<file path="src/rtl/ps2_pkg.sv">
// rtl/ps2_pkg.sv - shared PS/2 receiver types and constants
package ps2_pkg;

  localparam int PS2_DATA_BITS = 8;

  // Prefix bytes, exported for downstream scan-code decode only
  localparam logic [7:0] PS2_BREAK = 8'hF0;
  localparam logic [7:0] PS2_EXT   = 8'hE0;

  typedef enum logic [1:0] {
    IDLE,
    DATA,
    PARITY,
    STOP
  } ps2_state_e;

  function automatic logic odd_parity_ok(input logic [PS2_DATA_BITS-1:0] d, input logic p);
    return ^{d, p};
  endfunction

endpackage

</file>
<file path="src/rtl/ps2_receiver_if.sv">
// rtl/ps2_receiver_if.sv - received-byte and error-pulse bundle
interface ps2_receiver_if;
  import ps2_pkg::*;

  logic [PS2_DATA_BITS-1:0] received_data;
  logic                     received_data_en;
  logic                     frame_err;
  logic                     parity_err;

  modport master (output received_data, received_data_en, frame_err, parity_err);
  modport slave  (input  received_data, received_data_en, frame_err, parity_err);

endinterface

</file>
<file path="src/rtl/ps2_sync_filter.sv">
// rtl/ps2_sync_filter.sv - synchronizers, ps2clk glitch filter and fall-pulse generator
module ps2_sync_filter #(
  parameter int FILTER_LEN = 4
) (
  input  logic clk,
  input  logic rst_n,
  input  logic ps2clk,
  input  logic ps2data,
  output logic fall,
  output logic data_sync
);

  localparam int CW = (FILTER_LEN > 1) ? $clog2(FILTER_LEN + 1) : 1;

  logic [1:0]    clk_sync;
  logic [1:0]    dat_sync;
  logic          filt;
  logic [CW-1:0] cnt;
  logic          fall_q;

  // The filtered level flips only after FILTER_LEN consecutive disagreeing samples
  always_ff @(posedge clk or negedge rst_n) begin
    if (!rst_n) begin
      clk_sync <= 2'b11;
      dat_sync <= 2'b11;
      filt     <= 1'b1;
      cnt      <= '0;
      fall_q   <= 1'b0;
    end else begin
      clk_sync <= {clk_sync[0], ps2clk};
      dat_sync <= {dat_sync[0], ps2data};
      fall_q   <= 1'b0;
      if (clk_sync[1] == filt) begin
        cnt <= '0;
      end else if (cnt == CW'(FILTER_LEN - 1)) begin
        filt   <= clk_sync[1];
        cnt    <= '0;
        fall_q <= filt;
      end else begin
        cnt <= cnt + 1'b1;
      end
    end
  end

  assign fall      = fall_q;
  assign data_sync = dat_sync[1];

endmodule

</file>
<file path="src/rtl/ps2_receiver.sv">
// rtl/ps2_receiver.sv - PS/2 keyboard frame receiver; PS2_PARITY_CHECK_EN enables parity rejection
module ps2_receiver
  import ps2_pkg::*;
#(
  parameter int FILTER_LEN     = 4,
  parameter int TIMEOUT_CYCLES = 50000
) (
  input  logic           clk,
  input  logic           rst_n,
  input  logic           ps2clk,
  input  logic           ps2data,
  ps2_receiver_if.master rx
);

  localparam int TW = $clog2(TIMEOUT_CYCLES + 1);

  logic fall;
  logic din;

  ps2_sync_filter #(.FILTER_LEN(FILTER_LEN)) u_sync_filter (
    .clk       (clk),
    .rst_n     (rst_n),
    .ps2clk    (ps2clk),
    .ps2data   (ps2data),
    .fall      (fall),
    .data_sync (din)
  );

  ps2_state_e               state_q, state_d;
  logic [2:0]               bit_q, bit_d;
  logic [PS2_DATA_BITS-1:0] shift_q, shift_d;
  logic [TW-1:0]            timer_q, timer_d;
  logic [PS2_DATA_BITS-1:0] data_q, data_d;
  logic                     en_q, en_d;
  logic                     ferr_q, ferr_d;
  logic                     perr_q, perr_d;
`ifdef PS2_PARITY_CHECK_EN
  logic                     par_q, par_d;
`endif

  always_ff @(posedge clk or negedge rst_n) begin
    if (!rst_n) begin
      state_q <= IDLE;
      bit_q   <= '0;
      shift_q <= '0;
      timer_q <= '0;
      data_q  <= '0;
      en_q    <= 1'b0;
      ferr_q  <= 1'b0;
      perr_q  <= 1'b0;
`ifdef PS2_PARITY_CHECK_EN
      par_q   <= 1'b0;
`endif
    end else begin
      state_q <= state_d;
      bit_q   <= bit_d;
      shift_q <= shift_d;
      timer_q <= timer_d;
      data_q  <= data_d;
      en_q    <= en_d;
      ferr_q  <= ferr_d;
      perr_q  <= perr_d;
`ifdef PS2_PARITY_CHECK_EN
      par_q   <= par_d;
`endif
    end
  end

  always_comb begin
    state_d = state_q;
    bit_d   = bit_q;
    shift_d = shift_q;
    timer_d = '0;
    data_d  = data_q;
    en_d    = 1'b0;
    ferr_d  = 1'b0;
    perr_d  = 1'b0;
`ifdef PS2_PARITY_CHECK_EN
    par_d   = par_q;
`endif
    if (state_q != IDLE && !fall) begin
      timer_d = timer_q + 1'b1;
    end
    // A fall pulse in the expiry cycle takes precedence over the timeout
    if (state_q != IDLE && !fall && timer_q == TW'(TIMEOUT_CYCLES - 1)) begin
      state_d = IDLE;
      timer_d = '0;
      ferr_d  = 1'b1;
    end else if (fall) begin
      unique case (state_q)
        IDLE: begin
          if (!din) begin
            state_d = DATA;
            bit_d   = '0;
          end else begin
            ferr_d  = 1'b1;
          end
        end
        DATA: begin
          shift_d = {din, shift_q[PS2_DATA_BITS-1:1]};
          bit_d   = bit_q + 1'b1;
          if (bit_q == 3'd7) state_d = PARITY;
        end
        PARITY: begin
`ifdef PS2_PARITY_CHECK_EN
          par_d   = din;
`endif
          state_d = STOP;
        end
        STOP: begin
          state_d = IDLE;
          if (!din) begin
            ferr_d = 1'b1;
`ifdef PS2_PARITY_CHECK_EN
          end else if (!odd_parity_ok(shift_q, par_q)) begin
            perr_d = 1'b1;
`endif
          end else begin
            en_d   = 1'b1;
            data_d = shift_q;
          end
        end
        default: state_d = IDLE;
      endcase
    end
  end

  assign rx.received_data    = data_q;
  assign rx.received_data_en = en_q;
  assign rx.frame_err        = ferr_q;
  assign rx.parity_err       = perr_q;

endmodule

</file>
<file path="src/flat_wrapper.sv">
// flat-port wrapper written by rule: the top's interface ports become plain ports
module ps2_receiver_flat import ps2_pkg::*;
#(
  parameter int FILTER_LEN     = 4,
  parameter int TIMEOUT_CYCLES = 50000
)
  (clk, rst_n, ps2clk, ps2data, rx_received_data, rx_received_data_en, rx_frame_err, rx_parity_err);
  ps2_receiver_if rx_i ();
  input  logic clk;
  input  logic rst_n;
  input  logic ps2clk;
  input  logic ps2data;
  output wire logic [$bits(rx_i.received_data)-1:0] rx_received_data;
  output wire logic [$bits(rx_i.received_data_en)-1:0] rx_received_data_en;
  output wire logic [$bits(rx_i.frame_err)-1:0] rx_frame_err;
  output wire logic [$bits(rx_i.parity_err)-1:0] rx_parity_err;
  assign rx_received_data = rx_i.received_data;
  assign rx_received_data_en = rx_i.received_data_en;
  assign rx_frame_err = rx_i.frame_err;
  assign rx_parity_err = rx_i.parity_err;
  ps2_receiver #(.FILTER_LEN(FILTER_LEN), .TIMEOUT_CYCLES(TIMEOUT_CYCLES)) u_core (.clk(clk), .rst_n(rst_n), .ps2clk(ps2clk), .ps2data(ps2data), .rx(rx_i));
endmodule
</file>
<file path="config.mk">
export PLATFORM = sky130hd
export DESIGN_NAME = ps2_receiver_flat
export DESIGN_NICKNAME = d
export VERILOG_FILES = /design/src/rtl/ps2_pkg.sv /design/src/rtl/ps2_receiver_if.sv /design/src/rtl/ps2_sync_filter.sv /design/src/rtl/ps2_receiver.sv /design/src/flat_wrapper.sv
export SDC_FILE = /design/constraint.sdc
export NUM_CORES = 1
export LEC_CHECK = 0
export BUFFER_PORTS_ARGS = -buffer_cell sky130_fd_sc_hd__buf_2
export CORE_UTILIZATION = 40
export DETAILED_ROUTE_END_ITERATION = 10
export PLACE_DENSITY = 0.6
export SLEW_MARGIN = 20
export SYNTH_ARGS = -nofsm -noshare
export SYNTH_HDL_FRONTEND = slang
export SYNTH_SLANG_ARGS = --single-unit
</file>
<file path="constraint.sdc">
create_clock -name clk -period 2.2 [get_ports clk]
set_clock_uncertainty 0.2 [all_clocks]
set_input_delay 0.22 -clock clk [delete_from_list [all_inputs] [get_ports clk]]
set_output_delay 0.22 -clock clk [all_outputs]
set_load 0.005 [all_outputs]
</file>
Word level (Yosys, flattened, before mapping)
Cells that the tools add are included.
W data, S select, Z words.
{"block": "word_totals", "regBits": 48, "inputBits": 4, "out_inout_bits": 11, "word_cells": 60}
{"block": "op_classes", "add_sub_neg": 3, "n_eq_ne": 10, "n_mux": 21, "bitwise": 2, "n_reduce_logical": 12}
{"operator": "$mux W16", "count": 2}
{"operator": "$add A16 B1 Y16 const B", "count": 1}
{"operator": "$eq A16 B16 Y1 const B", "count": 1}
{"operator": "$mux W1", "count": 9}
{"operator": "$mux W3", "count": 3}
{"operator": "$mux W2", "count": 4}
{"operator": "$pmux W2 S4", "count": 1}
{"operator": "$reduce_and A4 Y1", "count": 2}
{"operator": "$add A3 B1 Y3 const B", "count": 2}
{"operator": "$pmux W3 S2", "count": 1}
{"operator": "$reduce_and A3 Y1", "count": 2}
{"operator": "$reduce_bool A2 Y1", "count": 3}
{"operator": "$eq A2 B2 Y1 const B", "count": 2}
{"operator": "$eq A3 B2 Y1 const B", "count": 1}
{"operator": "$eq A3 B3 Y1 const B", "count": 1}
{"operator": "$ne A3 B1 Y1 const B", "count": 1}
{"operator": "$ne A3 B2 Y1 const B", "count": 1}
{"operator": "$eq A2 B1 Y1 const B", "count": 1}
{"operator": "$logic_and A1 B1 Y1", "count": 2}
{"operator": "$logic_not A2 Y1", "count": 1}
{"operator": "$ne A2 B2 Y1 const B", "count": 1}
{"operator": "$not A1 Y1", "count": 2}
{"operator": "$pmux W1 S2", "count": 1}
{"operator": "$reduce_and A2 Y1", "count": 1}
{"operator": "2 further kinds", "count": 2}

Longest topological paths before layout
{"block": "logic_depth", "word_depth": 5, "mapped_depth": 6, "mapped_depth_nobuf": 6}

Hierarchy
A second synthesis with hierarchy kept.
{"block": "hier_totals", "hier_cells": 178, "hier_area_um2": 2134.5}
{"mod": "ps2_receiver", "n_inst": 1, "cells_each": 161, "area_each_um2": 1816.7, "seq_area_each_um2": 975.9}
{"mod": "ps2_sync_filter", "n_inst": 1, "cells_each": 17, "area_each_um2": 317.8, "seq_area_each_um2": 231.5}

Worst setup path before layout
Ideal clock, no wire load.
{"block": "synth_path", "kind": "register to register", "from": "register u_core.u_sync_filter.dat_sync[1]", "to": "register u_core.data_q[0], in the netlist u_core.rx.received_data[0]", "setup_ns": 0.125, "t_arrival_ns": 1.301, "t_required_ns": 1.875, "path_slack_ns": 0.575, "stages_incl_launch_ff": 4, "n_path_buf": 1, "period_less_slack_ns": 1.625, "path_cell_list": "dfstp_2 -> clkbuf_1 -> nand3_1 -> mux2_2"}
{"block": "synth_between", "elab_chain_len": 1}
{"item": "from (decl)", "line": "ps2_sync_filter.sv:16", "rtl": "logic [1:0] dat_sync;"}
{"item": "from (signal assigned)", "line": "ps2_sync_filter.sv:31", "rtl": "dat_sync <= {dat_sync[0], ps2data};"}
{"item": "$reduce_and A4 Y1 (no line)"}
{"item": "to (signal assigned)", "line": "ps2_receiver.sv:59", "rtl": "data_q <= data_d;"}
{"item": "to (decl)", "line": "ps2_receiver.sv:33", "rtl": "logic [PS2_DATA_BITS-1:0] data_q, data_d;"}
No other way between the ends.
A chain may end at the register's enable or synchronous reset.

Worst setup path in the final report
{"block": "layout_path", "from": "register u_core.state_q[0]", "to": "register u_core.state_q[0]"}
{"block": "layout_between", "elab_chain_len": 5, "word_cells_on_any_way": 14, "cone_classes": "5 x eq/ne; 3 x mux; 6 x reduce/logical"}
{"item": "from (decl)", "line": "ps2_receiver.sv:29", "rtl": "ps2_state_e state_q, state_d;"}
{"item": "from (signal assigned)", "line": "ps2_receiver.sv:55", "rtl": "state_q <= state_d;"}
{"item": "branches (longest 5 deep; another with $pmux W2 S4)"}
Parallel ways; which one is timed is not known. The select of a mux whose other input is x is not followed.

==> results by group <==
Run status
  – Status: finished clean

Detailed routing
  – DR vias/cell: 4.82
  – Initial DRC Count: 102
  – 1st-pass router iterations: 4
  – Drt wl/cell: 12.4 um
  – Via Count: 1370
  – WL final: 3.53 mm
  – Post-DRT Antenna Nets: 0
  – Number of remaining DRC errors: 0

Synthesis
  – Synth cell types: 41
  – Syn avg cell area: 11.3 sq um
  – Area contributors post-synth: dfrtp_1, dfstp_2, nand2_1, xnor2_1, mux2_2
  – Cell accounting for the most synthesized area: dfrtp_1
  – Synthesized cell area: 2180 sq um
  – Synth top area share: 49.3%
  – Warnings, synthesis: 0
  – Seq/Total Area, Yosys: 55.3%
  – Net count after synthesis: 206
  – Seq cells post-synth: 48
  – Gate Count Post-Synth: 194

Global routing
  – Initial antenna violation count: 0
  – First-pass GRT wire length: 6.31 mm
  – Largest net degree at the start of global routing: 49
  – Vias in the first global route: 1303
  – Total grt overflow: 0
  – Gr usage total: 14.1%

Timing
  – Slew Viols, Final: 0
  – Count of final setup violators: 0
  – Unrepaired setup endpoints after global routing: false
  – Fmax: 0.554 GHz
  – Setup TNS: 0 ns
  – Worst slew margin relative to its limit: 59.6%
  – Fin crit share: 82.0%
  – PnR worst setup slack: 0.396 ns
  – Final Hold Fails: 0
  – Fin crit period: 1.80 ns
  – Worst Tran Pin Value: 0.606 ns

Cells and area
  – Fin nets: 225
  – Share of layout cells above drive strength 1: 22.4%
  – Ant diodes: 0
  – P&R area growth vs syn: 11.7%

Setup path
  – Type of origin of the critical path: register
  – Cell breakdown of the critical path: inv_1, ha_1, nand2_1, nand3_1, nor3_1, a211oi_1
  – CP Max Fanout: 8
  – CP delay by family, top: flip-flops
  – Kind of critical path: reg -> reg
  – Critical path arrival: 1.82 ns
  – Critical path buffer and inverter count: 1
  – Critical Path End Type: register
  – Largest stage delay on the critical path: 0.42 ns
  – WP data required: 2.21 ns
  – CP max stage cell: dfrtp_1

Die
  – Die area: 5760 sq um
  – Site Rows: 26
  – I/O pins: 15
  – Core area: 5170 sq um
  – Initial Utilization: 42.2%
  – Chip Width: 75.9 um
  – Die height: 75.9 um

Hold path
  – Hold crit path type: reg -> reg

Pwr
  – Sw Share: 27.9%
  – Pwr dens: 730 nW/um^2
  – Sequential Power Share: 55.7%
  – Switching pwr: 0.497 mW
  – P_int: 1.28 mW
  – Combinational share of power: 13.3%
  – Clock share of power: 31.0%
  – Leakage Power: 1.15 nW
  – VDD IR max: 0.000592 V

Clock network
  – Worst-path clk slew: 0.09 ns
  – Root Buffer: clkbuf_8
  – Post-CTS setup buffer count: 0
  – CTS max path bufs: 2
  – Post-cts resize count: 0
  – # clock sinks: 48
  – Clock Latency Late Sink: 0.30 ns
  – TritonCTS clock tree: yes
  – Num CTS Buffers: 5
  – # H-tree levels: 2

Run
  – Max-Cap Viols: 0

Placement
  – Number of buffers added on ports: 13
  – Final GP Congestion: 0.740
  – Detailed Place HPWL: 2.34 mm
  – DP Worst Slack: 0.419 ns
[final timing paths]
| check | slack, ns | cells past startpoint | start | endpoint |
|---|---|---|---|---|
| max | 0.40 | 6 | u_core.state_q[0] | u_core.state_q[0] |
| min | 0.16 | 0 | u_core.u_sync_filter.clk_sync[0] | u_core.u_sync_filter.clk_sync[1] |
| max reg2reg | 0.40 | 6 | u_core.state_q[0] | u_core.state_q[0] |
| min reg2reg | 0.16 | 0 | u_core.u_sync_filter.clk_sync[0] | u_core.u_sync_filter.clk_sync[1] |
| max in group asynchronous | 1.04 | 3 | rst_n | u_core.timer_q[9] |
| min in group asynchronous | 0.34 | 3 | rst_n | u_core.timer_q[13] |
[kinds of logic after synthesis]
| kind of cell | count (synthesis) | share of synthesized area (%) |
|---|---|---|
| AND/OR/NAND/NOR | 90 | 23.1 |
| flip-flops | 48 | 55.3 |
| XOR/XNOR | 15 | 6.01 |
| buffers and inverters | 12 | 2.69 |
| multiplexers | 11 | 5.56 |
| AO/OA/AOI/OAI | 9 | 2.63 |
| adder cells (fa/ha/maj) | 8 | 4.58 |
| other | 1 | 0.172 |
[routing by layer]
metal | part of all wire [%] | global-route usage, %
met3 | 2.9 | 3.98
met4 | 1.8 | 6.35
met2 | 43 | 20.1
met5 | 0 | 0
met1 | 52 | 20.0
[state kept, by name, summed over array words and instances (netlist names), 2 cells and up]
register / cells
u_core.u_sync_filter.dat_sync: 2
u_core.shift_q: 8
u_core.state_q: 2
u_core.rx.received_data: 8
u_core.timer_q: 16
u_core.u_sync_filter.cnt: 3
u_core.u_sync_filter.clk_sync: 2
u_core.bit_q: 3
[placed cells by master, fill, tap and decap left out, types with 2 or more instances in the layout]
master / instances
nor3b_1: 2
buf_2: 13
and3_1: 2
xnor2_1: 13
dfrtp_1: 43
mux2_2: 9
clkinvlp_4: 2
inv_1: 7
nand2b_1: 2
nand2_1: 33
nor2_1: 17
dlygate4sd3_1: 3
nand3_1: 7
nor2b_1: 2
clkbuf_8: 6
mux2i_1: 2
xor2_1: 2
nor2_2: 2
nand4_1: 2
nor3_1: 6
o21ai_0: 3
nor4_2: 4
a21oi_1: 2
dfstp_2: 5
ha_1: 8
[repair_timing]
action	CTS	global route
hold buffers	3	0
endpoints found under the setup margin	0	0
endpoints found under the hold margin	45	0
[worst reg2reg max path, stage by stage, from the launching register on]
cell and delay, ns:
dfrtp_1 0.42, inv_1 0.12, ha_1 0.35, nand2_1 0.16
nand3_1 0.19, nor3_1 0.06, a211oi_1 0.22
[power groups by stage]
stage | sequential, mW | clock, mW | combinational, mW
global route | 1.00 | 0.611 | 0.273
global placement | 1.01 | 0 | 0.235
floorplan | 0.995 | 0 | 0.192
finish | 0.992 | 0.552 | 0.236
detailed placement | 1.01 | 0 | 0.235
CTS | 0.993 | 0.579 | 0.243
[per-stage QoR]
stage	hold slack, ns	total power [mW]	utilization, %	cells	area (sq um)
after floorplan	-0.276	1.19	-	194	2180
after global placement	0.126	1.24	44.7	273	2310
after detailed placement	0.127	1.24	44.7	273	2310
after CTS	0.161	1.82	47.2	284	2440
after global routing	0.162	1.88	47.2	284	2440
final	0.159	1.78	47.2	284	2440
[cell usage after synthesis (all sizes together)]
cell type and count:
nor2b 2, ha 8, xor2 2, nor2 19, a211oi 1, dfrtp 43
nand2 34, nor3 7, nand3b 1, conb 1, clkbuf 1, and3 2
a22o 1, o21ai 3, mux2i 2, and3b 1, nand3 8, nor4b 2
dfstp 5, o221ai 1, a21oi 2, xnor2 13, nor3b 2, inv 7
buf 4, nand2b 2, mux2 9, a21o 1, and4b 1, nand4 4
and2 1, nor4 4
[cell type report]
class / count / area [sq um]
fillers: 475 / 2730
flip-flops and latches: 48 / 1210
multi-input cells: 134 / 918
repair buffers: 17 / 103
well taps: 70 / 87.6
clock buffers: 6 / 82.6
inverters: 7 / 26.3
clock inverters: 2 / 15.0
No activity file was read; power rests on OpenSTA's default activity.
